$ cat src/rtl/load_store_unit.sv
// Memory-access stage: one load/store per transaction over a req/gnt/rvalid data port.
// Latency: store 2 cycles (grant in cycle 1), load 3+ cycles; errors reported in cycle 1.
// Backpressure: req_ready only in IDLE; busy stalls the pipeline until done/err.
module load_store_unit #(
  parameter int TIMEOUT = 16
) (
  input  logic        clk,
  input  logic        rst_n,
  input  logic        req_valid,
  output logic        req_ready,
  input  logic        is_load,
  input  logic        is_store,
  input  logic [2:0]  funct3,
  input  logic [31:0] addr,
  input  logic [31:0] store_data,
  output logic        mem_req,
  output logic        mem_we,
  output logic [31:0] mem_addr,
  output logic [31:0] mem_wdata,
  output logic [3:0]  mem_wstrb,
  input  logic        mem_gnt,
  input  logic        mem_rvalid,
  input  logic [31:0] mem_rdata,
  output logic [31:0] wrapper_mem_o,
  output logic        done,
  output logic        err,
  output logic [1:0]  err_code,
  output logic        busy
);

  localparam logic [1:0] S_IDLE = 2'd0;
  localparam logic [1:0] S_REQ  = 2'd1;
  localparam logic [1:0] S_WAIT = 2'd2;
  // Counter value on the last cycle a grant/rvalid is still honoured.
  localparam logic [7:0] LIM    = 8'(TIMEOUT - 1);

  logic [1:0]  state, state_d;
  logic [7:0]  cnt;
  logic [2:0]  f3_q;
  logic [1:0]  off_q;
  logic        accept, illegal, misal, start, tmo;
  logic [7:0]  byte_sel;
  logic [15:0] half_sel;
  logic [31:0] ext;

  assign accept = req_valid & req_ready & (is_load | is_store);
  assign busy   = (state != S_IDLE);

  // Decode legality and alignment of the operation presented by execute.
  always_comb begin
    illegal = 1'b0;
    if (is_store) illegal = funct3[2] | (funct3[1:0] == 2'b11);
    else          illegal = (funct3 == 3'b011) | (funct3 == 3'b110) | (funct3 == 3'b111);
    misal = ((funct3[1:0] == 2'b01) & addr[0]) |
            ((funct3[1:0] == 2'b10) & (addr[1:0] != 2'b00));
  end

  // Select and extend the returned word using the captured offset and size.
  always_comb begin
    byte_sel = mem_rdata[8*off_q +: 8];
    half_sel = off_q[1] ? mem_rdata[31:16] : mem_rdata[15:0];
    case (f3_q)
      3'b000:  ext = {{24{byte_sel[7]}}, byte_sel};
      3'b001:  ext = {{16{half_sel[15]}}, half_sel};
      3'b100:  ext = {24'd0, byte_sel};
      3'b101:  ext = {16'd0, half_sel};
      default: ext = mem_rdata;
    endcase
  end

  // Next-state logic; a grant or rvalid on the expiry cycle beats the timeout.
  always_comb begin
    state_d = state;
    start   = 1'b0;
    tmo     = 1'b0;
    case (state)
      S_IDLE: if (accept && !illegal && !misal) begin
        start   = 1'b1;
        state_d = S_REQ;
      end
      S_REQ: begin
        if (mem_gnt)           state_d = mem_we ? S_IDLE : S_WAIT;
        else if (cnt == LIM) begin
          tmo     = 1'b1;
          state_d = S_IDLE;
        end
      end
      S_WAIT: begin
        if (mem_rvalid)        state_d = S_IDLE;
        else if (cnt == LIM) begin
          tmo     = 1'b1;
          state_d = S_IDLE;
        end
      end
      default: state_d = S_IDLE;
    endcase
  end

  // State, request fields, status pulses and load result registers.
  always_ff @(posedge clk or negedge rst_n) begin
    if (!rst_n) begin
      state         <= S_IDLE;
      cnt           <= 8'd0;
      f3_q          <= 3'd0;
      off_q         <= 2'd0;
      req_ready     <= 1'b0;
      mem_req       <= 1'b0;
      mem_we        <= 1'b0;
      mem_addr      <= 32'd0;
      mem_wdata     <= 32'd0;
      mem_wstrb     <= 4'd0;
      wrapper_mem_o <= 32'd0;
      done          <= 1'b0;
      err           <= 1'b0;
      err_code      <= 2'd0;
    end else begin
      state     <= state_d;
      req_ready <= (state_d == S_IDLE);
      done      <= 1'b0;
      err       <= 1'b0;
      err_code  <= 2'd0;
      cnt       <= (state_d != state) ? 8'd0 : cnt + 8'd1;
      case (state)
        S_IDLE: begin
          if (accept && illegal) begin
            err      <= 1'b1;
            err_code <= 2'b11;
          end else if (accept && misal) begin
            err      <= 1'b1;
            err_code <= 2'b01;
          end else if (start) begin
            mem_req  <= 1'b1;
            mem_we   <= is_store;
            mem_addr <= {addr[31:2], 2'b00};
            f3_q     <= funct3;
            off_q    <= addr[1:0];
            if (!is_store) begin
              mem_wdata <= 32'd0;
              mem_wstrb <= 4'b0000;
            end else begin
              case (funct3[1:0])
                2'b00: begin
                  mem_wdata <= {4{store_data[7:0]}};
                  mem_wstrb <= 4'b0001 << addr[1:0];
                end
                2'b01: begin
                  mem_wdata <= {2{store_data[15:0]}};
                  mem_wstrb <= 4'b0011 << {addr[1], 1'b0};
                end
                default: begin
                  mem_wdata <= store_data;
                  mem_wstrb <= 4'b1111;
                end
              endcase
            end
          end
        end
        S_REQ: begin
          if (mem_gnt) begin
            mem_req <= 1'b0;
            done    <= mem_we;
          end else if (tmo) begin
            mem_req  <= 1'b0;
            err      <= 1'b1;
            err_code <= 2'b10;
          end
        end
        S_WAIT: begin
          if (mem_rvalid) begin
            wrapper_mem_o <= ext;
            done          <= 1'b1;
          end else if (tmo) begin
            err      <= 1'b1;
            err_code <= 2'b10;
          end
        end
        default: mem_req <= 1'b0;
      endcase
    end
  end

endmodule

$ cat config.mk
export PLATFORM = sky130hd
export DESIGN_NAME = load_store_unit
export DESIGN_NICKNAME = d
export VERILOG_FILES = /design/src/rtl/load_store_unit.sv
export SDC_FILE = /design/constraint.sdc
export NUM_CORES = 1
export LEC_CHECK = 0
export CELL_PAD_IN_SITES_DETAIL_PLACEMENT = 1
export CELL_PAD_IN_SITES_GLOBAL_PLACEMENT = 1
export CORE_MARGIN = 10
export CORE_UTILIZATION = 30
export DETAILED_ROUTE_END_ITERATION = 12
export PLACE_DENSITY = 0.87
export SYNTH_ARGS = -nofsm -noshare
export SYNTH_HDL_FRONTEND = slang
export SYNTH_SLANG_ARGS = --single-unit
$ cat constraint.sdc
create_clock -name clk -period 2.1 [get_ports clk]
set_input_delay 0.42 -clock clk [delete_from_list [all_inputs] [get_ports clk]]
set_output_delay 0.42 -clock clk [all_outputs]
set_load 0.02 [all_outputs]
# Word level (Yosys, flattened, before mapping)
# Index checks and enable logic that the tools add are counted.
dict set report totals {
  reg_bits 120
  inputBits 106
  output_inout_bits 108
}
dict set report op_classes {
  n_mux 41
  add_sub_neg 1
  bitwise 12
  reduce_logical 15
  shifts 3
  n_eq_ne 17
}
# op count
set op_table {}
lappend op_table {{32-bit case mux with 4 select lines} 1}
lappend op_table {{32-bit case mux with 2 select lines} 1}
lappend op_table {{32-bit 2-to-1 mux} 1}
lappend op_table {{32-bit by 6-bit variable part select with 8-bit output} 1}
lappend op_table {{1-bit 2-to-1 mux} 19}
lappend op_table {{2-bit 2-to-1 mux} 9}
lappend op_table {{16-bit 2-to-1 mux} 1}
lappend op_table {{3-bit equality test (second input constant)} 4}
lappend op_table {{2-bit case mux with 3 select lines} 2}
lappend op_table {{8-bit by 1-bit adder with 8-bit output (second input constant)} 1}
lappend op_table {{8-bit by 4-bit equality test with 1-bit output (second input constant)} 1}
lappend op_table {{8-bit 2-to-1 mux} 1}
lappend op_table {{4-bit case mux with 2 select lines} 1}
lappend op_table {{2-bit equality test (second input constant)} 3}
lappend op_table {{2-bit zero test} 3}
lappend op_table {{2-bit inequality test (second input constant)} 3}
lappend op_table {{1-bit case mux with 3 select lines} 2}
lappend op_table {{1-bit OR} 5}
lappend op_table {{5-bit AND reduction} 1}
lappend op_table {{1-bit AND} 4}
lappend op_table {{2-bit by 1-bit equality test with 1-bit output (second input constant)} 2}
lappend op_table {{1-bit logical AND} 4}
lappend op_table {{4-bit 2-to-1 mux} 1}
lappend op_table {{1-bit case mux with 2 select lines} 2}
lappend op_table {{12 further kinds} 16}

# Depth between registers and ports, before layout
dict set report depth {
  depth_word 13
  mapped_depth 8
  depth_no_buf 6
}

# Least setup slack after synthesis
# Ideal clock, no wire load.
dict set report synth_timing {
  path_type {register -> register}
  start {register state[1]}
  end {register f3_q[2]}
  setup_slack_ps 164
  stages_incl_launch_ff 8
  t_required_ps 1975
  arrival_ps 1812
  n_path_buf 3
  path_cell_list {dfrtp_1 -> inv_1 -> ha_1 -> clkbuf_1 -> o211a_1 -> buf_4 -> buf_4 -> mux2_2}
}
dict set report synth_between {
  elab_chain_len 3
}
# element line_no
set synth_lines {}
lappend synth_lines {{from (decl)} 37} ;# logic [1:0] state, state_d;
lappend synth_lines {{from (signal assigned)} 117} ;# state <= state_d;
lappend synth_lines {{2-bit zero test *} {76, 123}}
lappend synth_lines {{1-bit 2-to-1 mux} 76} ;# case (state)
lappend synth_lines {{4-bit AND reduction (no source line) *} -}
lappend synth_lines {{to (signal assigned)} 135} ;# f3_q <= funct3;
lappend synth_lines {{to (decl)} 39} ;# logic [2:0] f3_q;
# Every way passes the cells marked *; elsewhere a longest branch is shown, timed or not.
# A chain may end at the register's enable or synchronous reset.

# Worst setup path in the final report
dict set report layout_timing {
  start {register state[1]}
  end {output busy}
}
dict set report layout_between {
  elab_chain_len 1
}
# element line_no
set layout_lines {}
lappend layout_lines {{2-bit nonzero test} 47} ;# assign busy = (state != S_IDLE);
lappend layout_lines {{to (decl)} 28} ;# output logic busy
# Every way passes these cells.

==> out/results.ini <==
[die]
start_util_pct=30.7
dieArea_mm2=0.0252
std_cell_rows=50
io_pins=214
coreArea_mm2=0.0188
die-height_um=159
die_x_um=159

[placement]
place_area_mm2=0.00833
dp_hpwl_um=16500
gp_congestion=0.817
placement.io_buffers=211

[clock_tree]
postCtsSetupRepairBufs=0
cts_tree=done
cts-buffers-inserted=17
clockBufferDepth=2
root_buffer=clkbuf_16
clk_latency_ns=0.41
clk_pin_slew_ns=0.06
cts_max_level=4
cts.sinks=120

[worst_setup_path]
critPathKind=reg -> out
reg2reg_depth=7
r2r_slack_ns=0.22
cp_cell_sequence=inv_2 > ha_2 > inv_1 > dlygate4sd2_1
cp.required_ns=1.68
critPathMaxStageDelay_ns=0.43
crit_path_end_kind=output pin
critPathArrivalTime_ns=1.62
crit_path_end=busy
critical_path.max_fanout=5
critPathLaunchType=flip-flop
crit_path_start=state[1]$_DFF_PN0_
r2r_start=state[0]$_DFF_PN0_
cp_slowest_cell=dfrtp_1
r2r_end=cnt[0]$_DFF_PN0_

[drt]
drt_iter0_drc=202
wl_um=21700
drc_errors=0
ant_nets=0
num_vias=5192
first_pass_iters=6
wire_per_inst_um=20.2
vias_per_cell=4.83

[sta]
setup_violations=0
timing.final.crit_share_pct=96.9
hold_violations=0
fin_setup_tns_ns=0
timing.hold.ws_ns=0.475
slew_violations=0
tightest_slew_ns=0.563
min_period_ns=2.04
finClkSkew_ns=0.00725
fmax_mhz=491
rsz0062_at_grt=true
slew_headroom_pct=62.4

[logic_synthesis]
syn_area_per_cell_um2=10.1
yosys.area.top_type=dfrtp_1
ys.flop_type=dfrtp_1
async_flop_share_pct=100
yosysTopAreaCellShare_pct=52.0
synth_area_mm2=0.00578
seq_area_frac_synth_pct=52.0
ys_ff_latch=120
yosysUniqueCellTypes=51
yosys_warnings=0
syn_inst=574
synth_edf_count=0
ys_top_cells_by_area=dfrtp_1, mux2_2, nand2_1, o21ai_0, mux2i_1

[grt]
grt_pass1_wl_um=34400
grt.busiest_layer=met2
grtUsageTotal_pct=17.1
grt_pass1_vias=5867
grt-ovfl-total=0
met3_usage_pct=6.87
met1_usage_pct=19.7
use_met2_pct=28.9
antenna_found_initial=2
grt_max_degree=75

[final_layout]
drive_gt1_share_pct=16.2
post-route-util_pct=47.9
syn_to_final_growth_pct=56.1
fin_area_mm2=0.00902
fillers=2079
fin_nets=911

[power]
report.power.total_uw=13800
ir_drop_mv=0.639
p_per_area_mw_per_mm2=1530
leakagePower_uw=0.00386

[run]
max-cap-violations=0

[outcome]
outcome=completed

[worst_hold_path]
hp-class=reg -> reg

-- metrics by stage --
step	setup WS, ns	cells
5_1_grt	-0.0165	1074
6_report	0.0642	1074
2_1_floorplan	0.164	575
4_1_cts	0.0147	1073
3_5_place_dp	-0.241	1040
3_3_place_gp	-0.196	1040
-- cell families (layout without fill, tap and decap cells) --
family          Yosys count  after routing  synth area share [%]
compound gates          134            134                  14.1
xor+xnor                  6              6                 0.909
fa+ha+maj                 5              5                  1.08
buf+inv                  47            285                  3.77
flops                   120            120                  52.0
mux                      72             72                  13.8
other cells               1              3                0.0649
simple gates            189            189                  14.3
-- cell usage after synthesis (all sizes together) (7+ instances only) --
library cell	number
o31ai	7
nor3	10
mux2	53
nor2b	8
nand2	118
clkbuf	24
mux2i	18
nor2	28
dfrtp	120
buf	16
o21ai	63
a21oi	35
-- sequential cells by signal (all words and copies together) (netlist names), 2 cells and up --
register,flops
mem_wdata,32
mem_addr,30
wrapper_mem_o,32
cnt,8
off_q,2
err_code,2
state,2
f3_q,3
mem_wstrb,4
-- worst min-delay path by stage --
stage	start	endpoint	slack (ns)	cells after the start
after floorplan	rst_n	cnt[0]$_DFF_PN0_	0.12	0
after global placement	rst_n	done$_DFF_PN0_	0.38	1
after detailed placement	rst_n	done$_DFF_PN0_	0.38	1
after CTS	mem_wdata[0]$_DFFE_PN0P_	mem_wdata[0]$_DFFE_PN0P_	0.48	2
after global routing	mem_wdata[6]$_DFFE_PN0P_	mem_wdata[6]$_DFFE_PN0P_	0.50	2
final	mem_wdata[0]$_DFFE_PN0P_	mem_wdata[0]$_DFFE_PN0P_	0.48	2
-- placed cells by master, fill, tap and decap left out, types with 3 or more instances in the layout --
cell               n
o21ai_1            5
a21o_1             6
o22ai_1            6
buf_4             31
nor2_1            27
nand2b_1           3
a21oi_1           35
xnor2_1            3
o31ai_1            7
mux2i_1           18
ha_1               4
and2_1             3
mux2_2            53
nand2_1          118
buf_12             4
clkbuf_8           4
dfrtp_1          120
inv_1              4
nand3_1            4
clkbuf_16         17
nor3_1            10
xor2_1             3
or3_1              6
bufinv_16          5
clkdlybuf4s50_1  209
nor2b_1            8
o21ai_0           57
-- power breakdown --
part	internal (uW)	switching, uW	leakage [uW]
combinational	2980	3340	0.00204
sequential	3390	713	0.00150
clock	2230	1090	0.000325
-- critical path: cells and delay by family (launching register included) --
kind | cells | cell delay, ns
fa+ha+maj | 1 | 0.25
flops | 1 | 0.43
buf+inv | 3 | 0.53
-- area by class of cell --
| cell class | instances | area (um2) | share of cell area, % |
|---|---|---|---|
| Clock buffer | 21 | 480 | 5.33 |
| Sequential cell | 120 | 3000 | 33.3 |
| Inverter | 7 | 26.3 | 0.291 |
| Clock inverter | 11 | 193 | 2.14 |
| Timing Repair Buffer | 246 | 2420 | 26.9 |
| Antenna cell | 1 | 2.50 | 0.0277 |
| Multi-Input combinational cell | 408 | 2560 | 28.4 |
| Tap cell | 260 | 325 | 3.61 |
-- routing by layer --
| layer | up-vias | routed length, um |
|---|---|---|
| li1 | 2429 | - |
| met2 | 182 | 10500 |
| met3 | 23 | 1820 |
| met5 | - | 17 |
| met4 | 2 | 322 |
| met1 | 2556 | 9060 |
-- what timing repair did --
item	CTS	global route
hold buffers	1	0
resized for setup	3	1
hold endpoints to repair	24	0
pin swaps	0	0
setup endpoints to repair	1	6
No activity file was read; power rests on OpenSTA's default activity.
